[config.mk]
export PLATFORM = sky130hd
export DESIGN_NAME = hamming_arbiter_flat
export DESIGN_NICKNAME = d
export VERILOG_FILES = /design/src/rtl/hamming_arbiter_if.sv /design/src/rtl/hamming_arbiter.sv /design/src/flat_wrapper.sv
export SDC_FILE = /design/constraint.sdc
export NUM_CORES = 1
export LEC_CHECK = 0
export BUFFER_PORTS_ARGS = -buffer_cell sky130_fd_sc_hd__buf_2
export CAP_MARGIN = 20
export CORE_AREA = 2 2 55 57
export CTS_CLUSTER_DIAMETER = 50
export DETAILED_ROUTE_END_ITERATION = 10
export DIE_AREA = 0 0 57 59
export PLACE_DENSITY = 0.74
export SYNTH_ARGS = -nofsm -noshare
export SYNTH_HDL_FRONTEND = slang
export SYNTH_SLANG_ARGS = --single-unit
[constraint.sdc]
create_clock -name clock -period 1.8 [get_ports clock]
set_clock_uncertainty 0.2 [all_clocks]
set_input_delay 0.18 -clock clock [delete_from_list [all_inputs] [get_ports clock]]
set_output_delay 0.18 -clock clock [all_outputs]
set_load 0.005 [all_outputs]
[src/rtl/hamming_arbiter_if.sv]
// Bus bundle between the two requesters, the arbiter and the shared
// hamming_distance unit.
//   pause            : stop issuing new grants
//   req*/a*/b*       : operand pair handshake, requester 0 and 1
//   gnt*             : combinational grant back to each requester
//   res_valid*       : one-cycle result strobe per requester
//   res_dist         : shared result bus
//   ham_a/ham_b      : registered operands to the hamming unit
//   ham_dist         : distance returned by the hamming unit
//   busy             : any operation in flight
interface hamming_arbiter_if #(
  parameter int unsigned WIDTH  = 8,
  parameter int unsigned DIST_W = 4
);
  logic              pause;
  logic              req0;
  logic [WIDTH-1:0]  a0;
  logic [WIDTH-1:0]  b0;
  logic              gnt0;
  logic              res_valid0;
  logic              req1;
  logic [WIDTH-1:0]  a1;
  logic [WIDTH-1:0]  b1;
  logic              gnt1;
  logic              res_valid1;
  logic [DIST_W-1:0] res_dist;
  logic [WIDTH-1:0]  ham_a;
  logic [WIDTH-1:0]  ham_b;
  logic [DIST_W-1:0] ham_dist;
  logic              busy;

  // Arbiter side
  modport slave (
    input  pause, req0, a0, b0, req1, a1, b1, ham_dist,
    output gnt0, res_valid0, gnt1, res_valid1, res_dist, ham_a, ham_b, busy
  );

  // Requester / hamming unit side
  modport master (
    output pause, req0, a0, b0, req1, a1, b1, ham_dist,
    input  gnt0, res_valid0, gnt1, res_valid1, res_dist, ham_a, ham_b, busy
  );
endinterface

[src/rtl/hamming_arbiter.sv]
// Round-robin arbiter sharing one pipelined hamming_distance unit between
// two requesters. Each accepted operand pair is tagged with its requester
// id; the tag travels alongside the hamming pipeline and steers the result
// back to the issuing requester.
//   clock   : system clock
//   reset_n : synchronous active-low reset
//   bus     : hamming_arbiter_if slave port (requesters + hamming unit)
module hamming_arbiter #(
  parameter int unsigned WIDTH   = 8,
  parameter int unsigned DIST_W  = 4,
  parameter int unsigned HAM_LAT = 1
) (
  input  logic             clock,
  input  logic             reset_n,
  hamming_arbiter_if.slave bus
);

  // One stage for the operand register plus HAM_LAT stages in the unit.
  localparam int unsigned DEPTH = HAM_LAT + 1;

  logic [DEPTH-1:0]  r_tag_vld;
  logic [DEPTH-1:0]  r_tag_id;
  logic              r_last_grant;
  logic [WIDTH-1:0]  r_ham_a;
  logic [WIDTH-1:0]  r_ham_b;
  logic [DIST_W-1:0] r_res_dist;
  logic              r_res_valid0;
  logic              r_res_valid1;

  logic w_gnt0;
  logic w_gnt1;
  logic w_xfer0;
  logic w_xfer1;
  logic w_xfer;

  // Grant: on a tie the requester that did not win last time goes first.
  always_comb begin
    w_gnt0 = 1'b0;
    w_gnt1 = 1'b0;
    if (reset_n && !bus.pause) begin
      if (bus.req0 && bus.req1) begin
        w_gnt0 = r_last_grant;
        w_gnt1 = !r_last_grant;
      end else begin
        w_gnt0 = bus.req0;
        w_gnt1 = bus.req1;
      end
    end
  end

  assign w_xfer0 = bus.req0 && w_gnt0;
  assign w_xfer1 = bus.req1 && w_gnt1;
  assign w_xfer  = w_xfer0 || w_xfer1;

  // Operand register, tag pipeline and result stage.
  always_ff @(posedge clock) begin
    if (!reset_n) begin
      r_ham_a      <= '0;
      r_ham_b      <= '0;
      r_last_grant <= 1'b1;
      r_tag_vld    <= '0;
      r_tag_id     <= '0;
      r_res_dist   <= '0;
      r_res_valid0 <= 1'b0;
      r_res_valid1 <= 1'b0;
    end else begin
      if (w_xfer) begin
        r_ham_a      <= w_xfer0 ? bus.a0 : bus.a1;
        r_ham_b      <= w_xfer0 ? bus.b0 : bus.b1;
        r_last_grant <= w_xfer1;
      end
      r_tag_vld[0] <= w_xfer;
      r_tag_id[0]  <= w_xfer1;
      for (int i = 1; i < int'(DEPTH); i++) begin
        r_tag_vld[i] <= r_tag_vld[i-1];
        r_tag_id[i]  <= r_tag_id[i-1];
      end
      // The tag leaving the last stage lines up with ham_dist for its pair.
      r_res_valid0 <= r_tag_vld[DEPTH-1] && !r_tag_id[DEPTH-1];
      r_res_valid1 <= r_tag_vld[DEPTH-1] &&  r_tag_id[DEPTH-1];
      if (r_tag_vld[DEPTH-1]) begin
        r_res_dist <= bus.ham_dist;
      end
    end
  end

  assign bus.gnt0       = w_gnt0;
  assign bus.gnt1       = w_gnt1;
  assign bus.ham_a      = r_ham_a;
  assign bus.ham_b      = r_ham_b;
  assign bus.res_dist   = r_res_dist;
  assign bus.res_valid0 = r_res_valid0;
  assign bus.res_valid1 = r_res_valid1;
  assign bus.busy       = (|r_tag_vld) || r_res_valid0 || r_res_valid1;

endmodule
[src/flat_wrapper.sv]
// flat-port wrapper written by rule: the top's interface ports become plain ports
module hamming_arbiter_flat 
#(
  parameter int unsigned WIDTH   = 8,
  parameter int unsigned DIST_W  = 4,
  parameter int unsigned HAM_LAT = 1
)
  (clock, reset_n, bus_pause, bus_req0, bus_a0, bus_b0, bus_req1, bus_a1, bus_b1, bus_ham_dist, bus_gnt0, bus_res_valid0, bus_gnt1, bus_res_valid1, bus_res_dist, bus_ham_a, bus_ham_b, bus_busy);
  hamming_arbiter_if #(.WIDTH(WIDTH), .DIST_W(DIST_W)) bus_i ();
  input  logic clock;
  input  logic reset_n;
  input wire logic [$bits(bus_i.pause)-1:0] bus_pause;
  input wire logic [$bits(bus_i.req0)-1:0] bus_req0;
  input wire logic [$bits(bus_i.a0)-1:0] bus_a0;
  input wire logic [$bits(bus_i.b0)-1:0] bus_b0;
  input wire logic [$bits(bus_i.req1)-1:0] bus_req1;
  input wire logic [$bits(bus_i.a1)-1:0] bus_a1;
  input wire logic [$bits(bus_i.b1)-1:0] bus_b1;
  input wire logic [$bits(bus_i.ham_dist)-1:0] bus_ham_dist;
  output wire logic [$bits(bus_i.gnt0)-1:0] bus_gnt0;
  output wire logic [$bits(bus_i.res_valid0)-1:0] bus_res_valid0;
  output wire logic [$bits(bus_i.gnt1)-1:0] bus_gnt1;
  output wire logic [$bits(bus_i.res_valid1)-1:0] bus_res_valid1;
  output wire logic [$bits(bus_i.res_dist)-1:0] bus_res_dist;
  output wire logic [$bits(bus_i.ham_a)-1:0] bus_ham_a;
  output wire logic [$bits(bus_i.ham_b)-1:0] bus_ham_b;
  output wire logic [$bits(bus_i.busy)-1:0] bus_busy;
  assign bus_i.pause = bus_pause;
  assign bus_i.req0 = bus_req0;
  assign bus_i.a0 = bus_a0;
  assign bus_i.b0 = bus_b0;
  assign bus_i.req1 = bus_req1;
  assign bus_i.a1 = bus_a1;
  assign bus_i.b1 = bus_b1;
  assign bus_i.ham_dist = bus_ham_dist;
  assign bus_gnt0 = bus_i.gnt0;
  assign bus_res_valid0 = bus_i.res_valid0;
  assign bus_gnt1 = bus_i.gnt1;
  assign bus_res_valid1 = bus_i.res_valid1;
  assign bus_res_dist = bus_i.res_dist;
  assign bus_ham_a = bus_i.ham_a;
  assign bus_ham_b = bus_i.ham_b;
  assign bus_busy = bus_i.busy;
  hamming_arbiter #(.WIDTH(WIDTH), .DIST_W(DIST_W), .HAM_LAT(HAM_LAT)) u_core (.clock(clock), .reset_n(reset_n), .bus(bus_i));
endmodule
# After elaboration in Yosys (flattened, before gate mapping)
# Index checks and enable logic that the tools add are counted.
word_totals:
  reg_bits: 27
  in_bits: 41
  output_inout_bits: 25
  wordCells: 27
op_classes:
  n_mux: 6
  n_reduce_logical: 13
op_table:
  columns: ["operator", "n"]
  rows:
  - ["$mux 8", 2]
  - ["$logic_and 1x1->1", 6]
  - ["$mux 1", 4]
  - ["$logic_not 1->1", 3]
  - ["$logic_or 1x1->1", 3]
  - ["$reduce_or 2->1", 1]

# Depth between registers and ports, before layout
depth:
  depth_word: 5
  ltp_mapped: 5

# Least setup slack after synthesis
# Ideal clock, no wire load.
synth_timing:
  path_kind: "flip-flop to flip-flop"
  startpoint: "register u_core.r_last_grant"
  endpoint: "register u_core.r_ham_a[7] (netlist: u_core.bus.ham_a[7])"
  setup_ps: 122
  arrival_ps: 1056
  required_time_ps: 1478
  slack_ps: 421
  path_stages_with_launch: 6
  n_path_buf: 2
  synth_period_minus_slack_ps: 1379
  path_cell_list: "dfxtp_1 nor2b_2 buf_6 buf_4 nor3_1 a221o_2"
synth_via:
  elab_chain_cells: 5
synth_rtl:
  columns: ["element", "line_no", "source"]
  rows:
  - ["start: declaration", "hamming_arbiter.sv:23", "logic r_last_grant;"]
  - ["start signal: assignment", "hamming_arbiter.sv:70", "r_last_grant <= w_xfer1;"]
  - ["$logic_not 1->1", "hamming_arbiter.sv:43", "w_gnt1 = !r_last_grant;"]
  - ["$mux 1", "hamming_arbiter.sv:41", "if (bus.req0 && bus.req1) begin"]
  - ["$mux 1", "hamming_arbiter.sv:40", "if (reset_n && !bus.pause) begin"]
  - ["$logic_and 1x1->1", "hamming_arbiter.sv:52", "assign w_xfer1 = bus.req1 && w_gnt1;"]
  - ["$logic_or 1x1->1", "hamming_arbiter.sv:53", "assign w_xfer = w_xfer0 || w_xfer1;"]
  - ["end signal: assignment", "hamming_arbiter.sv:68", "r_ham_a <= w_xfer0 ? bus.a0 : bus.a1;"]
  - ["end: declaration", "hamming_arbiter.sv:24", "logic [WIDTH-1:0] r_ham_a;"]
# Parallel ways exist; a longest one is shown, timed or not.
# A chain may end at the register's enable or synchronous reset.

# Worst setup path after layout
layout_timing:
  startpoint: "register u_core.r_tag_vld[1]"
  endpoint: "output port bus_busy"
layout_via:
  elab_chain_cells: 3
layout_rtl:
  columns: ["element", "line_no", "source"]
  rows:
  - ["start: declaration", "hamming_arbiter.sv:21", "logic [DEPTH-1:0] r_tag_vld;"]
  - ["start signal: indexed assignment", "hamming_arbiter.sv:75", "r_tag_vld[i] <= r_tag_vld[i-1];"]
  - ["$reduce_or 2->1", "hamming_arbiter.sv:94", "assign bus.busy = (|r_tag_vld) || r_res_valid0 || r_res_valid1;"]
  - ["$logic_or 1x1->1 (2 in a row)", "hamming_arbiter.sv:94", null]
  - ["end: declaration", "flat_wrapper.sv:27", "output wire logic [$bits(bus_i.busy)-1:0] bus_busy;"]
# Every way passes these cells.

==> metrics.cfg <==
[status]
status=finished, final reports clean

[layout]
antenna_cells=0
syn2layout_area_growth_pct=58.5
layout_commonest_cell=buf_2
instances_no_fill=238
final_cell_mix=buf_2, dlygate4sd3_1, dfxtp_1
nFillCells=226
drive_gt1_frac=0.430
layout.nets=249
fin_util=0.661
final_area_sq_um=1790

[drt]
drt-total-wl_mm=3.12
drc=0
antenna_left=0
viasPerCell=4.97
first_pass_iters=4
first_iter_violations=30
wl_per_cell_um=13.1
via_count=1184

[placement]
dp_slack_ns=0.260
place_area_sq_um=1440
dp_hpwl_mm=2.06
place.gp.congestion=0.681
portBuffers=65
post-place-cells=201

[global_route]
grt_remaining_overflow=0
grt_max_degree=20
grt_usage=0.188
antenna_found_initial=0
grt_pass1_vias=1172
grt_pass1_wl_mm=5.02

[timing]
tightestPinTransition_ns=0.578
setup_tns_ns=0
min_period_over_period=0.964
setup_ws_ns=0.0652
rsz0062_at_grt=false
final.min_clock_period_ns=1.73
fmax_mhz=576
hold_ws_ns=0.00485
relSlewSlack=0.615
hold_viol=0
slew_viol_final=0
setup_violations=0

[worst_setup_path]
critical_path_class=reg2out
slowest_delay_ns=0.51
slowest_stage=or4_1
reg2reg_from=u_core.r_last_grant
cp_cell_sequence=or4_1, buf_2
cp-start-kind=flip-flop
critPathRequiredTime_ns=1.42
worstPathMaxFanout=7
endpoint_kind=primary output
worstPathArrival_ns=1.35
crit_start=u_core.r_tag_vld[1]

[logic_synthesis]
yosys-top-cells-area=dfxtp_1, a221o_2, nor3_1, a221o_1, nand2_1
seq_area_frac_synth=0.478
syn_nets=152
synth.top_cell.area_share=0.478
syn_inst=111
synth_area_sq_um=1130
ys_seq_elements=27
ys_warn_count=0
synth_cell_types=23
syn_avg_cell_area_sq_um=10.2
synth_top_cell_by_area=dfxtp_1

[die]
chipWidth_um=57
fp-row-count=19
die_area_sq_um=3360
io_pins=66
initial_core_util=0.417
core_area_sq_um=2710
die_h_um=59

[power_and_ir_drop]
power.total_mw=1.15
p_leak_nw=0.873
irDropWorstVdd_mv=0.380
p_per_area_nw_per_um2=640

[cts]
clkSinkCount=27
clkTransAtPathRegs_ns=0.14
cts_root_buf=clkbuf_4
htree_num_levels=1
clkLatencyLatePin_ns=0.32
cts_made_buffers=3
cts_buffer_depth=2
cts_tree=done

[min_path]
hold_start=reset_n
hold_class=in2reg

[flow_run]
drv_cap=0

==> report_power, final <==
group | internal [mW] | leakage (nW) | switching, mW
Sequential | 0.632 | 0.222 | 0.0219
Combinational | 0.140 | 0.636 | 0.0908
Clock | 0.0868 | 0.0150 | 0.175
Total | 0.858 | 0.873 | 0.288
==> metal layers <==
metal  up-vias  track usage  wire (um)
met1       539        0.223       1290
met4         0       0.0498         26
li1        596            -          -
met2        45        0.345       1590
met5         -            0          0
met3         4       0.0415        213
==> cell usage after synthesis (all sizes together) <==
cell / count
o311ai: 1
nor2: 3
buf: 9
mux2i: 4
and3: 1
or4: 1
nand2: 17
a221o: 16
inv: 2
clkbuf: 1
nor3: 17
a211oi: 2
o21a: 1
dfxtp: 27
o21ai: 1
nor2b: 5
nand2b: 1
and2: 2
==> critical path: cells and delay by family, from the launching register on <==
family,cells,cell delay [ns]
AND/OR/NAND/NOR,1,0.51
buffers and inverters,1,0.14
flip-flops,1,0.39
==> final timing paths <==
kind / slack [ns] / cells past startpoint / end
setup / recovery: 0.07 / 2 / bus_busy
hold / removal: 0.005 / 2 / u_core.r_tag_id[1]
setup reg to reg: 0.20 / 2 / u_core.r_last_grant
hold reg to reg: 0.23 / 1 / u_core.bus.res_valid0
==> registers in the layout (all words and copies together), names as in the netlist <==
register / cells
u_core.r_last_grant: 1
u_core.bus.res_valid1: 1
u_core.bus.ham_b: 8
u_core.bus.res_dist: 4
u_core.r_tag_id: 2
u_core.bus.res_valid0: 1
u_core.r_tag_vld: 2
u_core.bus.ham_a: 8
==> layout make-up <==
cell class                 instances  area, sq um  area share
sequential                        27          546       0.305
inverter                           2         7.51     0.00419
tap                               31         38.8      0.0217
multi-input combinational         72          494       0.276
clock buffer                       4         26.3      0.0147
timing repair buffer             102          678       0.379
==> cells by family (layout without fill, tap and decap cells) <==
family / count (synthesis) / in the layout / synth area share
compound gates: 21 / 21 / 0.195
buf+inv: 12 / 108 / 0.0842
mux: 4 / 4 / 0.0354
simple gates: 47 / 47 / 0.207
flops: 27 / 27 / 0.478
==> what timing repair did <==
| item | CTS | global route |
|---|---|---|
| setup endpoints to repair | 0 | 5 |
| hold endpoints to repair | 24 | 0 |
| resized for setup | 0 | 4 |
| hold buffers | 30 | 0 |
| setup buffers | 0 | 3 |
No activity file was read; power rests on OpenSTA's default activity.
